[src/rtl/wb_port_arbiter.sv]
// Register-file write-back arbiter: ALU > load > one-entry mul/div buffer, grants combinational, buffer write-back >= 1 cycle after MdValid.
// Define WB_STARVE_GUARD_EN to force the buffer through after STARVE_LIMIT consecutive lost cycles.
`ifndef DATA_WIDTH
`define DATA_WIDTH 32
`endif

module wb_port_arbiter #(
  parameter int STARVE_LIMIT = 4
) (
  input  logic                   Clk,
  input  logic                   Rst_n,
  input  logic                   AluValid,
  input  logic [4:0]             AluRd,
  output logic                   AluReady,
  input  logic                   LoadValid,
  input  logic [4:0]             LoadRd,
  output logic                   LoadReady,
  input  logic                   MdValid,
  input  logic [4:0]             MdRd,
  input  logic [`DATA_WIDTH-1:0] MdData,
  output logic                   MdReady,
  output logic [`DATA_WIDTH-1:0] MdBufData,
  output logic [1:0]             WbSelect,
  output logic                   WbEn,
  output logic [4:0]             WbRd
);

  typedef enum logic {EMPTY = 1'b0, FULL = 1'b1} buf_state_t;

  buf_state_t             r_state;
  buf_state_t             w_state_nxt;
  logic [4:0]             r_md_rd;
  logic [`DATA_WIDTH-1:0] r_md_data;
  logic                   w_grant0;
  logic                   w_grant1;
  logic                   w_grant2;
  logic                   w_capture;
  logic                   w_guard;

`ifdef WB_STARVE_GUARD_EN
  localparam int CW = $clog2(STARVE_LIMIT + 1);
  logic [CW-1:0] r_starve_cnt;

  always_ff @(posedge Clk or negedge Rst_n) begin
    if (!Rst_n) begin
      r_starve_cnt <= '0;
    end else if (r_state == EMPTY || w_grant2) begin
      r_starve_cnt <= '0;
    end else if (r_starve_cnt != CW'(STARVE_LIMIT)) begin
      r_starve_cnt <= r_starve_cnt + CW'(1);
    end
  end

  assign w_guard = (r_state == FULL) && (r_starve_cnt == CW'(STARVE_LIMIT));
`else
  // Pure fixed priority: the guard can never fire.
  assign w_guard = (STARVE_LIMIT < 0);
`endif

  always_comb begin
    w_grant0 = 1'b0;
    w_grant1 = 1'b0;
    w_grant2 = 1'b0;
    if (Rst_n) begin
      if (w_guard) begin
        w_grant2 = 1'b1;
      end else if (AluValid) begin
        w_grant0 = 1'b1;
      end else if (LoadValid) begin
        w_grant1 = 1'b1;
      end else if (r_state == FULL) begin
        w_grant2 = 1'b1;
      end
    end
  end

  assign AluReady  = w_grant0;
  assign LoadReady = w_grant1;
  assign MdReady   = Rst_n && (r_state == EMPTY || w_grant2);
  assign w_capture = MdValid && MdReady;
  assign MdBufData = r_md_data;

  always_comb begin
    WbSelect = 2'b00;
    WbRd     = 5'd0;
    if (w_grant0) begin
      WbRd = AluRd;
    end else if (w_grant1) begin
      WbSelect = 2'b01;
      WbRd     = LoadRd;
    end else if (w_grant2) begin
      WbSelect = 2'b10;
      WbRd     = r_md_rd;
    end
  end

  // x0 writes are still consumed; only the register-file strobe is suppressed.
  assign WbEn = (w_grant0 || w_grant1 || w_grant2) && (WbRd != 5'd0);

  always_comb begin
    w_state_nxt = r_state;
    if (w_capture) begin
      w_state_nxt = FULL;
    end else if (w_grant2) begin
      w_state_nxt = EMPTY;
    end
  end

  always_ff @(posedge Clk or negedge Rst_n) begin
    if (!Rst_n) begin
      r_state <= EMPTY;
    end else begin
      r_state <= w_state_nxt;
    end
  end

  always_ff @(posedge Clk or negedge Rst_n) begin
    if (!Rst_n) begin
      r_md_rd   <= 5'd0;
      r_md_data <= '0;
    end else if (w_capture) begin
      r_md_rd   <= MdRd;
      r_md_data <= MdData;
    end
  end

endmodule

[config.mk]
export PLATFORM = sky130hd
export DESIGN_NAME = wb_port_arbiter
export DESIGN_NICKNAME = d
export VERILOG_FILES = /design/src/rtl/wb_port_arbiter.sv
export SDC_FILE = /design/constraint.sdc
export NUM_CORES = 1
export LEC_CHECK = 0
export CAP_MARGIN = 20
export CORE_ASPECT_RATIO = 0.7
export CORE_MARGIN = 3
export CORE_UTILIZATION = 60
export DETAILED_ROUTE_END_ITERATION = 6
export DONT_BUFFER_PORTS = 1
export PLACE_DENSITY = 0.87
export SKIP_CTS_REPAIR_TIMING = 1
export SLEW_MARGIN = 10
export SYNTH_ARGS = -nofsm -noshare
export SYNTH_HDL_FRONTEND = slang
export SYNTH_SLANG_ARGS = --single-unit
[constraint.sdc]
create_clock -name Clk -period 1.83 [get_ports Clk]
set_input_delay 0.2745 -clock Clk [delete_from_list [all_inputs] [get_ports Clk]]
set_output_delay 0.2745 -clock Clk [all_outputs]
set_load 0.005 [all_outputs]
# Word-level counts from Yosys, hierarchy flattened
# Index checks and enable logic that the tools add are counted.
# Widths: inputs -> output; s select.
# totals
regBits	38
output_inout_bits	43
wordCells	29
input_bits	52
# op_classes
bitwise_logic	1
n_reduce_logical	8
n_mux	17
# op_table
cell	n
$mux 5	3
$mux 1	11
$mux 2	3
$reduce_bool 5->1	1
$logic_and 1x1->1	3
$logic_or 1x1->1	3
$reduce_bool 2->1	1
$not 1->1	1

# Depth between registers and ports, before layout
# logic_depth
depth_word	9
ltp_mapped	6
depth_no_buf	4

# Worst setup path before layout
# No wires, ideal clock.
# synth_timing
path_kind	input -> output
from	input AluValid
to	output WbEn
n_path_buf	2
required_time_ns	1.556
path_slack_ns	0.252
arrival_time_ns	1.304
path_stages	6
path_cell_list	buf_4 -> and3b_1 -> buf_6 -> a221o_1 -> nor3_1 -> nand2_1
# synth_via
word_cells_on_any_way	13
classes_between	mux (9); reduce/logical (4)
# synth_rtl
item	line_no	source
from (decl)	12	input logic AluValid,
$mux 1	67	end else if (AluValid) begin
$mux 1	64	if (Rst_n) begin
net LoadReady	17	output logic LoadReady,
$mux 5	88	end else if (w_grant1) begin
$mux 5	86	if (w_grant0) begin
net WbRd[3]	25	output logic [4:0] WbRd
$reduce_bool 5->1	98	assign WbEn = (w_grant0 || w_grant1 || w_grant2) && (WbRd != 5'd0);
$logic_and 1x1->1	98	
to (decl)	24	output logic WbEn,
# The timed path passes the listed nets, and every way through them passes these cells.

# Worst setup path in the final report
# layout_timing
from	register r_state
to	output WbEn
# layout_via
elab_chain_len	9
word_cells_on_any_way	10
classes_between	mux (7); reduce/logical (3)
# layout_rtl
item	line_no	source
from (decl)	30	buf_state_t r_state;
from (signal assigned)	113	r_state <= w_state_nxt;
$mux 1	71	end else if (r_state == FULL) begin
$mux 1	69	end else if (LoadValid) begin
$mux 1	67	
$mux 1	64	
$mux 5	91	end else if (w_grant2) begin
$mux 5	88	
$mux 5	86	
net WbRd[1]	25	
$reduce_bool 5->1	98	
$logic_and 1x1->1	98	
# The timed path passes the listed nets, and every way through them passes these cells.

==> metrics.md <==
| Metric | Value |
|---|---|
| Drt total wl | 3000 um |
| CP bufs+invs | 0 |
| Crit path max-delay family | simple AND/OR/NAND/NOR gates |
| Clock root buffer | clkbuf_8 |
| Synthesized cell area | 1640 um2 |
| GRT Max-Usage Layer | met2 |
| DRT Pass-1 Iters | 3 |
| Worst-Margin Slew | 411 ps |
| Crit path max-delay cell type | dfrtp_1 |
| Min Clock Period, post-route | 1820 ps |
| Critical Path AT | 1550 ps |
| DRC Markers | 0 |
| Routed Antenna Nets | 0 |
| Post-synth top area share | 58.1% |
| P&R area growth vs syn | 7.64% |
| Global placer's final weighted congestion | 0.615 |
| First-pass GRT wire length | 4560 um |
| Final setup viols | 0 |
| Floorplan row count | 15 |
| Layout cell share with drive strength beyond 1 | 27.0% |
| Required @ worst endpoint | 1560 ps |
| Lkg Pwr | 0.802 nW |
| Initial core utilization | 64.6% |
| Main combinational cell family by area after synthesis | multiplexers |
| Dpl cell area | 1640 um2 |
| Clock-pin slew on the worst setup and hold paths | 70 ps |
| Crit share post-route | 99.5% |
| Violated checks | negative hold slack |
| WL/cell | 20.7 um |
| Sw power | 0.739 mW |
| Design area | 1760 um2 |
| DIE AREA | 3400 um2 |
| H-Tree Depth | 2 |
| Vias/cell | 6.01 |
| GR Util met2 | 29.3% |
| Ant diodes | 0 |
| Die width | 68.4 um |
| Hold crit path type | in2async |
| Critical Path Start Type | flop |
| FF+latch count, synth | 38 |
| Initial antenna violation count | 0 |
| Post-Syn Instances | 106 |
| Worst-skew pair later-pin latency | 280 ps |
| Worst path max stage delay | 420 ps |
| Fmax | 549 MHz |
| Number of synthesized flops with an enable pin | 0 |
| Slew headroom | 72.6% |
| Max clock buf depth | 2 |
| Die height | 49.7 um |
| Gr ovfl total | 0 |
| Worst r2r src | r_state |
| Max-cap violations | 0 |
| M1 GR Usage | 22.0% |
| Syn Nets | 158 |
| Comb power frac | 18.9% |
| Post-synthesis cell type count | 23 |
| Synth warn | 0 |
| Simple logic cell fraction of the synthesized area | 6.26% |
| Post-Synth XOR/XNOR Area | 0% |
| GRT Util Overall | 18.6% |
| Hpwl dp | 2230 um |
| Async SR Flop Fraction | 100% |
| Final-report hold violation count | 38 |
| Worst R2R Path Depth | 5 |
| Fill count | 166 |
| Placed insts | 136 |
| Worst setup path class | reg2out |
| RSZ-0062 raised after global routing | yes |
| Ranking of synthesized cells by area | dfrtp_1 58%, mux2_1 19%, mux2_4 8.3%, buf_6 2.1%, a221o_1 1.8% |
| Final hold slack | -321 ps |
| Clock sinks | 38 |
| CTS tree | built |
| Crit path from | r_state |
| Final Skew | 5.07 ps |
| Multi-input logic area | 629 um2 |
| Crit-path cells | and4bb_4 > a221o_1 > nor3_2 > nand2_1 |
| Power per Cell Area | 1540 nW/um2 |
| CTS Buf Count | 5 |
| Core Area | 2530 um2 |
| Share of power burned in registers | 56.3% |
| Critical R2R Capture | MdBufData[31] |
| Count leader, synth | dfrtp_1 |
| Yosys top cell by area | dfrtp_1 |
| Port Buffers | 0 |
| R2R Setup Slk | 300 ps |
| CP Capture Type | output port |
| Post-synthesis mux area share | 27.5% |
| Largest net degree at the start of global routing | 48 |
| Avg Synthesized Cell Area | 15.5 um2 |
| Number of I/O pins | 95 |
| Peak supply drop | 0.803 mV |
| Post-Layout Cell Count | 145 |
| Clock power frac | 24.8% |
| Sequential area share after synthesis | 58.1% |
| Nets | 162 |
| Met3 Usage GRT | 6.61% |
| Status | finished, violations left |
| Routed vias | 871 |
| Post-synth top cells | 38 x dfrtp_1, 28 x mux2_1, 9 x mux2_4 |
| Most used flip-flop cell after synthesis | dfrtp_1 |
| CP max FO | 6 |
| Adder-Cell Fraction of Synth Area | 0% |
| Flip-flop and latch area | 951 um2 |
| Switch share | 27.2% |
| Initial drt markers | 10 |
| Max Slew Vio Count | 0 |
| Vias in the first global route | 952 |
| Internal power | 1.97 mW |
| Compound-Gate Fraction of Synth Area | 4.20% |
[cells by family (layout without fill, tap and decap cells)]
kind of cell	after synthesis	in the layout
AOI/OAI and AO/OA	8	8
muxes	37	37
and+or+nand+nor	14	14
DFF	38	38
buffers and inverters	9	14
[power by group through the flow]
stage | logic, mW | clock network [mW] | registers (mW)
finish | 0.513 | 0.671 | 1.53
global route | 0.578 | 0.733 | 1.57
CTS | 0.508 | 0.689 | 1.54
detailed placement | 0.508 | 0 | 1.55
global placement | 0.467 | 0 | 1.53
floorplan | 0.451 | 0 | 1.45
[layer usage]
metal,part of all wire [%],up-vias
li1,-,387
met1,37,421
met2,49,56
met3,12,7
met4,2.0,0
met5,0,-
[layout by cell type, fill, tap and decap left out, drive strengths merged]
master,synthesis,layout
o21ai,1,1
and2,1,1
bufinv,0,1
a221oi,1,1
nor3,1,1
and4bb,1,1
dfrtp,38,38
clkbuf,0,7
nand2,2,2
inv,3,3
nand3b,1,1
and3b,2,2
nor2,2,2
a221o,4,4
mux2,37,37
a21oi,1,1
buf,6,3
and3,4,4
o21a,1,1
[worst reg2reg max path: cells and delay by family (launching register included)]
kind	cells	cell delay [ps]
AO/OA/AOI/OAI	1	140
buffers and inverters	1	250
flip-flops	1	420
multiplexers	1	360
AND/OR/NAND/NOR	2	250
[worst max-delay path by stage]
stage,to,slack [ps],cells after the start
floorplan,WbEn,250,6
global placement,WbEn,330,4
detailed placement,WbEn,300,4
CTS,WbEn,-20,4
global route,WbEn,-70,4
finish,WbEn,10,4
[state kept, by name, indices dropped and copies added (netlist names)]
name       flops
MdBufData     32
r_md_rd        5
r_state        1
[layout make-up]
class	count	share of cell area, %
multi-input combinational	59	35.7
clock inverter	1	1.70
timing repair buffer	3	1.28
inverter	3	0.639
clock buffer	7	4.33
tap	34	2.41
sequential	38	53.9
[stage by stage]
stage,power (mW),worst slack [ps],TNS [ps],utilization [%]
after floorplan,1.90,252,0,-
after global placement,2.00,325,0,64.9
after detailed placement,2.05,302,0,64.9
after CTS,2.74,-18.2,-18.2,69.1
after global routing,2.88,-69.9,-69.9,69.6
final,2.71,9.64,0,69.6
Note: power is estimated with default switching activity, not from simulation.
